File: src/rtl/mem_stage_lsu.sv
// Memory-stage load/store unit: takes ops from the E/M register, runs data-cache
// transactions, aligns load data and emits one writeback pulse per accepted instruction.
module mem_stage_lsu #(
  parameter int unsigned WORD_SIZE       = 32,
  parameter int unsigned INSTR_TYPE_SZ   = 3,
  parameter int unsigned ROB_ENTRY_WIDTH = 4,
  parameter int unsigned ITYPE_LOAD      = 1,
  parameter int unsigned ITYPE_STORE     = 2
) (
  input  logic                       clk,
  input  logic                       reset,
  input  logic                       flush,
  input  logic                       valid,
  input  logic [INSTR_TYPE_SZ-1:0]   instruction_type,
  input  logic [2:0]                 funct3,
  input  logic [WORD_SIZE-1:0]       aluResult,
  input  logic [WORD_SIZE-1:0]       s2,
  input  logic [ROB_ENTRY_WIDTH-1:0] rob_id,
  output logic                       stall,
  output logic                       dc_req_valid,
  input  logic                       dc_req_ready,
  output logic                       dc_req_we,
  output logic [WORD_SIZE-1:0]       dc_req_addr,
  output logic [WORD_SIZE-1:0]       dc_req_wdata,
  output logic [3:0]                 dc_req_be,
  input  logic                       dc_resp_valid,
  input  logic [WORD_SIZE-1:0]       dc_resp_data,
  output logic                       wb_valid,
  output logic [WORD_SIZE-1:0]       wb_data,
  output logic [ROB_ENTRY_WIDTH-1:0] wb_rob_id,
  output logic                       wb_misaligned
);

  localparam logic [2:0] F3B  = 3'b000;
  localparam logic [2:0] F3H  = 3'b001;
  localparam logic [2:0] F3W  = 3'b010;
  localparam logic [2:0] F3BU = 3'b100;
  localparam logic [2:0] F3HU = 3'b101;

  typedef enum logic [1:0] {StIdle, StReq, StWait, StDrain} state_e;

  state_e                     state_q;
  logic [2:0]                 op_funct3_q;
  logic [1:0]                 op_off_q;
  logic [ROB_ENTRY_WIDTH-1:0] op_rob_q;

  logic                 is_load, is_store, is_mem, misaligned;
  logic [3:0]           st_be;
  logic [WORD_SIZE-1:0] st_wdata, ld_data;
  logic [7:0]           ld_byte;
  logic [15:0]          ld_half;

  // Decode of the op currently offered by E/M; unknown size codes take the exception path.
  always_comb begin
    is_load  = (instruction_type == INSTR_TYPE_SZ'(ITYPE_LOAD));
    is_store = (instruction_type == INSTR_TYPE_SZ'(ITYPE_STORE));
    is_mem   = is_load | is_store;
    case (funct3)
      F3B:     misaligned = 1'b0;
      F3H:     misaligned = aluResult[0];
      F3W:     misaligned = |aluResult[1:0];
      F3BU:    misaligned = !is_load;
      F3HU:    misaligned = !is_load | aluResult[0];
      default: misaligned = 1'b1;
    endcase
  end

  always_comb begin
    case (funct3[1:0])
      2'b00: begin
        st_be    = 4'b0001 << aluResult[1:0];
        st_wdata = {4{s2[7:0]}};
      end
      2'b01: begin
        st_be    = 4'b0011 << {aluResult[1], 1'b0};
        st_wdata = {2{s2[15:0]}};
      end
      default: begin
        st_be    = 4'hF;
        st_wdata = s2;
      end
    endcase
  end

  always_comb begin
    ld_byte = dc_resp_data[{op_off_q, 3'b000} +: 8];
    ld_half = op_off_q[1] ? dc_resp_data[31:16] : dc_resp_data[15:0];
    case (op_funct3_q)
      F3B:     ld_data = {{(WORD_SIZE-8){ld_byte[7]}}, ld_byte};
      F3BU:    ld_data = {{(WORD_SIZE-8){1'b0}}, ld_byte};
      F3H:     ld_data = {{(WORD_SIZE-16){ld_half[15]}}, ld_half};
      F3HU:    ld_data = {{(WORD_SIZE-16){1'b0}}, ld_half};
      default: ld_data = dc_resp_data;
    endcase
  end

  always_ff @(posedge clk or negedge reset) begin
    if (!reset) begin
      state_q       <= StIdle;
      op_funct3_q   <= '0;
      op_off_q      <= '0;
      op_rob_q      <= '0;
      stall         <= 1'b0;
      dc_req_valid  <= 1'b0;
      dc_req_we     <= 1'b0;
      dc_req_addr   <= '0;
      dc_req_wdata  <= '0;
      dc_req_be     <= '0;
      wb_valid      <= 1'b0;
      wb_data       <= '0;
      wb_rob_id     <= '0;
      wb_misaligned <= 1'b0;
    end else begin
      wb_valid <= 1'b0;
      case (state_q)
        StIdle: begin
          // A flush in the accept cycle kills the op, including its single-cycle writeback.
          if (valid && !flush) begin
            if (!is_mem || misaligned) begin
              wb_valid      <= 1'b1;
              wb_data       <= is_mem ? '0 : aluResult;
              wb_rob_id     <= rob_id;
              wb_misaligned <= is_mem;
            end else begin
              state_q      <= StReq;
              stall        <= 1'b1;
              dc_req_valid <= 1'b1;
              dc_req_we    <= is_store;
              dc_req_addr  <= {aluResult[WORD_SIZE-1:2], 2'b00};
              dc_req_wdata <= is_store ? st_wdata : '0;
              dc_req_be    <= is_store ? st_be : 4'h0;
              op_funct3_q  <= funct3;
              op_off_q     <= aluResult[1:0];
              op_rob_q     <= rob_id;
            end
          end
        end
        StReq: begin
          if (flush) begin
            state_q      <= StIdle;
            stall        <= 1'b0;
            dc_req_valid <= 1'b0;
          end else if (dc_req_ready) begin
            dc_req_valid <= 1'b0;
            if (dc_req_we) begin
              state_q       <= StIdle;
              stall         <= 1'b0;
              wb_valid      <= 1'b1;
              wb_data       <= '0;
              wb_rob_id     <= op_rob_q;
              wb_misaligned <= 1'b0;
            end else begin
              state_q <= StWait;
            end
          end
        end
        StWait: begin
          if (dc_resp_valid) begin
            state_q <= StIdle;
            stall   <= 1'b0;
            if (!flush) begin
              wb_valid      <= 1'b1;
              wb_data       <= ld_data;
              wb_rob_id     <= op_rob_q;
              wb_misaligned <= 1'b0;
            end
          end else if (flush) begin
            // The load is already in the cache; its response must still be absorbed.
            state_q <= StDrain;
          end
        end
        StDrain: begin
          if (dc_resp_valid) begin
            state_q <= StIdle;
            stall   <= 1'b0;
          end
        end
        default: begin
          state_q      <= StIdle;
          stall        <= 1'b0;
          dc_req_valid <= 1'b0;
        end
      endcase
    end
  end

endmodule
File: config.mk
export PLATFORM = sky130hd
export DESIGN_NAME = mem_stage_lsu
export DESIGN_NICKNAME = d
export VERILOG_FILES = /design/src/rtl/mem_stage_lsu.sv
export SDC_FILE = /design/constraint.sdc
export NUM_CORES = 1
export LEC_CHECK = 0
export BUFFER_PORTS_ARGS = -buffer_cell sky130_fd_sc_hd__buf_2
export CELL_PAD_IN_SITES_DETAIL_PLACEMENT = 0
export CELL_PAD_IN_SITES_GLOBAL_PLACEMENT = 2
export CORE_MARGIN = 4
export CORE_UTILIZATION = 31
export CTS_BUF_LIST = sky130_fd_sc_hd__clkbuf_16
export CTS_CLUSTER_DIAMETER = 200
export CTS_CLUSTER_SIZE = 24
export DETAILED_ROUTE_END_ITERATION = 12
export PLACE_DENSITY_LB_ADDON = 0.1
export SYNTH_ARGS = -nofsm -noshare
export SYNTH_HDL_FRONTEND = slang
export SYNTH_SLANG_ARGS = --single-unit
File: constraint.sdc
create_clock -name clk -period 2.5 [get_ports clk]
set_input_delay 0.5 -clock clk [delete_from_list [all_inputs] [get_ports clk]]
set_output_delay 0.5 -clock clk [all_outputs]
set_load 0.005 [all_outputs]
==> out/qor.csv, run 1 <==
stage,metric,value,unit
power,finalPower,8.683,mW
placed_design,numPortBuffers,218,
synth,yosysUniqueCellTypes,53,
routing,ant_nets,0,
routing,drt-initial-drc-count,329,
synth,yosysTopAreaCell,dfrtp_1,
cts,cts_root_buf,clkbuf_16,
critical_path,crit_path_top_delay_cell,a211oi_4,
global_routing,antenna_found_initial,2,
timing,tightestPinTransition,0.8044,ns
synth,synth_flop_cell,dfrtp_1,
layout,drive_gt1_share,49.20,%
critical_path,crit_chain,inv_1 > ha_1 > nand2_1 > or3_1 > a211oi_4 > a221o_1 > mux2_2,
synth,synth_edf_count,0,
synth,synth_common_cells,"dfrtp_1 (118), mux2_2 (80), mux2i_1 (30), a21oi_1 (27), nand2_1 (24)",
critical_path,worst_ep_arrival_time,2.62,ns
layout,fillers,1879,
critical_path,cp-end-kind,register,
cts,postCtsSetupBuffers,0,
synth,netlist.area_leader.share,48.81,%
synth,seq_area_frac_synth,48.81,%
critical_path,start_kind,register,
floorplanning,ios,221,
layout,area_delta_synth_final,34.64,%
power,leakage,4.176,nW
timing,slew_headroom,46.37,%
layout,multi_input_area,0.002883,mm^2
synth,async_reset_ff_share,100.0,%
cts,clk_latency,0.42,ns
timing,setup_tns,0,ns
critical_path,r2r-start,state_q[1],
critical_path,critPathLaunch,state_q[1],
floorplanning,start_util,31.91,%
synth,syn-cell-area,0.006050,mm^2
timing,min_period_over_period,90.88,%
layout,seqCellArea,0.002953,mm^2
run_status,status,finished clean,
global_routing,grt_max_degree,53,
global_routing,grt_pass1_vias,5313,
layout,diodes,0,
cts,post_cts_resized,1,
synth,avgSynthCellArea,11.93,um^2
timing,grt_setup_unrepaired,false,
critical_path,worst_path_largest_cell_delay,0.66,ns
routing,drt-vias-per-instance,5.093,
layout,layout.cells.non_filler,1006,
timing,slew_violations,0,
routing,vias,5124,
global_routing,grt_util_met3,5.457,%
timing,whs,0.04350,ns
routing,wire_per_inst,20.23,um
cts,cts_tree,built,
floorplanning,dieHeight,147.7,um
timing,final.setup_skew,0.01429,ns
cts,clk_pin_slew_worst_paths,0.06,ns
critical_path,critPathRequiredTime,2.85,ns
global_routing,grt_first_pass_wirelength,31220,um
floorplanning,rows,50,
timing,min_period,2.272,ns
placed_design,post-place-cells,974,
routing,first_pass_iters,5,
global_routing,top_usage_layer,met2,
synth,synth.most_common_cell,dfrtp_1,
power,powerDensity,1066,mW/mm^2
cts,clk_path_buf_depth,2,
layout,fin_nets,850,
job,timing.max_cap.violations,0,
floorplanning,coreArea,0.01896,mm^2
synth,synth_top_cells_by_area,"dfrtp_1 (49%), mux2_2 (15%), mux2i_1 (5.0%), a22o_1 (3.3%), a221o_1 (3.0%)",
timing,setup_viol,0,
global_routing,grt_usage,18.43,%
cts,cts_made_buffers,17,
cts,h-tree-depth,4,
synth,synthCells,507,
critical_path,path_class,reg2reg,
critical_path,cp_max_fo,16,
floorplanning,design.die.area,0.02181,mm^2
timing,fmax,0.4401,GHz
global_routing,use_met2,28.97,%
routing,drc,0,
hold_path,hp-class,in2async,
placed_design,gp_congestion,0.7628,
cts,cts_hold_buf,0,
timing,hold_viol,0,
global_routing,overflow,0,
routing,wirelength,20350,um
synth,synth_warnings,0,
floorplanning,die_w,147.7,um
placed_design,dp_hpwl,15320,um
cts,cts_sinks,118,
power,vdd_ir_drop_max,0.0004878,V
synth,ys_seq_elements,118,
global_routing,grtUsageMet1,24.62,%
report_power, final:
part / switching [mW] / total, mW / internal (mW)
Combinational: 1.60 / 3.35 / 1.75
Sequential: 0.324 / 2.85 / 2.52
Clock: 0.932 / 2.49 / 1.55
critical path: cells and delay by family (launching register included):
kind,cells,cell delay [ns]
AND/OR/NAND/NOR,2,0.47
adder cells (fa/ha/maj),1,0.29
multiplexers,1,0.14
AO/OA/AOI/OAI,2,0.87
flip-flops,1,0.37
buffers and inverters,1,0.07
final timing paths:
kind                                          to  slack, ns  cells past startpoint
worst max-delay path                 wb_data[18]       0.23                      7
worst min-delay path                 op_rob_q[2]       0.04                      1
worst max register to register       wb_data[18]       0.23                      7
worst min register to register  dc_req_wdata[11]       0.49                      1
max in group asynchronous        dc_req_addr[20]       1.81                      2
min in group clk                 dc_req_addr[12]       0.33                      2
flip-flops by register name, summed over array words and instances (netlist names), 2 cells and up:
name          count
op_rob_q          4
state_q           2
op_off_q          2
op_funct3_q       3
dc_req_be         4
wb_data          32
dc_req_addr      30
wb_rob_id         4
dc_req_wdata     32
area by class of cell:
cell class,count,share of cell area [%]
clock buffer,17,5.223
clock inverter,15,2.012
inverter,10,0.4608
multi-input combinational,340,35.39
sequential,118,36.25
tap,260,3.994
timing repair buffer,246,16.67
cells in the final DEF (no fill, tap or decap), types with 16 or more instances in the layout:
master,netlist,final
mux2i_1,30,30
a22o_1,23,23
o2bb2ai_1,20,20
a21oi_1,27,27
a221o_1,18,18
clkbuf_16,0,17
buf_2,11,217
nand2_1,24,24
dfrtp_1,118,118
buf_4,3,24
mux2_2,80,80
nor2b_1,17,16
through the flow:
step | util (%) | cell area, um^2 | worst slack [ns]
detailed placement | 39.80 | 7543 | -0.02234
floorplan | - | 6053 | 0.3173
CTS | 42.94 | 8140 | 0.1171
global placement | 39.80 | 7543 | 0.008208
finish | 42.97 | 8145 | 0.2279
global route | 42.97 | 8145 | 0.1241
cells by family (layout without fill, tap and decap cells):
kind of cell	Yosys count	in the layout	share of synthesized area, %
xor+xnor	1	1	0.1448
other cells	1	2	0.06199
fa+ha+maj	5	5	1.034
buf+inv	50	288	4.012
flops	118	118	48.81
compound gates	141	141	18.66
simple gates	79	79	6.867
mux	112	112	20.41
per-layer routing:
layer / part of all wire, % / vias to the layer above / routed length (um)
met2: 47 / 184 / 9580
met1: 44 / 2546 / 9019
met3: 7.2 / 24 / 1468
met4: 1.3 / 4 / 257
li1: - / 2366 / -
met5: 0.13 / - / 26
No activity file was read; power rests on OpenSTA's default activity.
==> run 2, diff against run 1 <==
--- a/config.mk
+++ b/config.mk
@@ -14,6 +14,7 @@
 export CTS_CLUSTER_DIAMETER = 200
 export CTS_CLUSTER_SIZE = 24
 export DETAILED_ROUTE_END_ITERATION = 12
+export GPL_TIMING_DRIVEN = 0
 export PLACE_DENSITY_LB_ADDON = 0.1
 export SYNTH_ARGS = -nofsm -noshare
 export SYNTH_HDL_FRONTEND = slang
==> run 2 against run 1 <==
Register-to-register slack got worse by 0.05 ns. Wire length up 1.7%. Setup slack worse by 0.046 ns. Worst hold slack improved by 0.019 ns. Critical path type unchanged. Sequential share of layout area down 0.13 points. Critical path depth increased by 2. Largest power group unchanged. Clock-buffer cell count is the same. Die area is the same.
==> out/qor.csv, run 2 (synthesis gave the netlist of run 1 again) <==
stage,metric,value,unit
run_status,status,finished clean,
routing,ant_nets,0,
timing,final.setup_skew,0.01048,ns
critical_path,ff2ff_setup_slack,0.18,ns
layout,diodes,0,
layout,drive_gt1_share,48.03,%
routing,drt-initial-drc-count,196,
timing,slew_headroom,36.59,%
timing,min_period,2.318,ns
global_routing,antenna_found_initial,1,
cts,cts_sinks,118,
cts,clk_path_buf_depth,2,
global_routing,grt_max_degree,61,
floorplanning,rows,50,
timing,grt_setup_unrepaired,false,
critical_path,critPathLaunch,state_q[1],
critical_path,r2r-start,state_q[1],
global_routing,overflow,0,
critical_path,crit_path_top_delay_cell,dfrtp_1,
global_routing,grt_usage,18.90,%
placed_design,gp_congestion,0.8428,
job,timing.max_cap.violations,0,
cts,cts_made_buffers,17,
floorplanning,start_util,31.91,%
critical_path,start_kind,register,
timing,fmax,0.4315,GHz
routing,wirelength,20700,um
critical_path,critical_path_depth,9,
floorplanning,dieHeight,147.7,um
hold_path,hp-class,in2async,
critical_path,critPathRequiredTime,2.85,ns
placed_design,dp_hpwl,15640,um
layout,final_cell_mix,"buf_2 (228), dfrtp_1 (118), mux2_2 (80)",
power,vdd_ir_drop_max,0.0004842,V
critical_path,reg2reg_to,wb_data[16],
layout,top_regs,"dc_req_wdata x32, wb_data x32, dc_req_addr x30",
cts,cts_root_buf,clkbuf_16,
cts,h-tree-depth,4,
timing,setup_viol,0,
floorplanning,design.die.area,0.02181,mm^2
critical_path,path_class,reg2reg,
routing,drc,0,
cts,cts_hold_buf,0,
power,finalPower,8.805,mW
routing,drt-vias-per-instance,4.998,
power,powerDensity,1077,mW/mm^2
cts,clk_latency,0.42,ns
placed_design,numPortBuffers,217,
critical_path,critPathTopFamily,buffers and inverters,
floorplanning,die_w,147.7,um
global_routing,grt_first_pass_wirelength,31810,um
timing,whs,0.06260,ns
cts,clk_pin_slew_worst_paths,0.06,ns
floorplanning,ios,221,
timing,min_period_over_period,92.70,%
routing,first_pass_iters,4,
power,leakage,4.142,nW
critical_path,ff2ff_path_depth,9,
layout,area_delta_synth_final,35.14,%
routing,vias,5108,
critical_path,path_buf_inv,3,
timing,hold_viol,0,
global_routing,grt_pass1_vias,5427,
critical_path,cp_max_fo,10,
critical_path,crit_chain,inv_1 > ha_1 > buf_2 > nand2_1 > or3_1 > a211oi_4 > buf_4 > a221o_1 > mux2_2,
timing,slew_violations,0,
routing,wire_per_inst,20.26,um
timing,tightestPinTransition,0.9476,ns
critical_path,worst_path_largest_cell_delay,0.39,ns
layout,final_common_cell,buf_2,
critical_path,cp-end-kind,register,
layout,fin_nets,866,
floorplanning,coreArea,0.01896,mm^2
critical_path,worstSetupEndpoint,wb_data[16],
cts,cts_tree,built,
critical_path,worst_ep_arrival_time,2.67,ns
-- run 2: metal layers --
metal,vias up,track usage [%],wire (um)
met2,154,28.93,9442
met4,2,4.939,233
met3,15,5.365,1468
met5,-,0,7
met1,2528,26.40,9551
li1,2409,-,-
-- run 2: timing repair --
| action | CTS | global route |
|---|---|---|
| setup buffers | 2 | 2 |
| setup endpoints to repair | 30 | 32 |
| pin swaps | 1 | 1 |
| gates resized for setup | 2 | 12 |
-- run 2: layout make-up --
class | instances | area [um^2]
tap | 260 | 325.3
multi-input combinational | 340 | 2884
buffer | 40 | 210.2
clock buffer | 17 | 425.4
fill | 1854 | 10780
timing repair buffer | 222 | 1162
inverter | 10 | 37.54
sequential | 118 | 2953
clock inverter | 15 | 177.7
-- run 2: how the worst min path moves through the flow --
stage / startpoint / endpoint / slack [ns] / depth (start not counted)
floorplan: reset / dc_req_addr[10] / 0.20 / 0
global placement: dc_req_be[3] / dc_req_be[3] / 0.47 / 1
detailed placement: dc_req_wdata[13] / dc_req_wdata[13] / 0.47 / 1
CTS: reset / wb_rob_id[2] / 0.09 / 1
global route: reset / state_q[1] / 0.11 / 1
finish: reset / state_q[1] / 0.06 / 1
-- run 2: power breakdown --
part | internal, mW | leakage (nW) | switching [mW]
Sequential | 2.52 | 1.57 | 0.329
Combinational | 1.75 | 2.30 | 1.66
Clock | 1.57 | 0.274 | 0.969
-- run 2: metrics by stage --
stage	instance area (um^2)	worst slack, ns	std cells	setup TNS, ns	util [%]
finish	8175	0.1824	1022	0	43.13
global route	8175	0.002288	1022	0	43.13
CTS	8142	0.005116	1020	0	42.95
detailed placement	7498	-0.2923	986	-6.706	39.56
global placement	7465	-0.6706	985	-82.78	39.38
floorplan	6053	0.3173	508	0	-
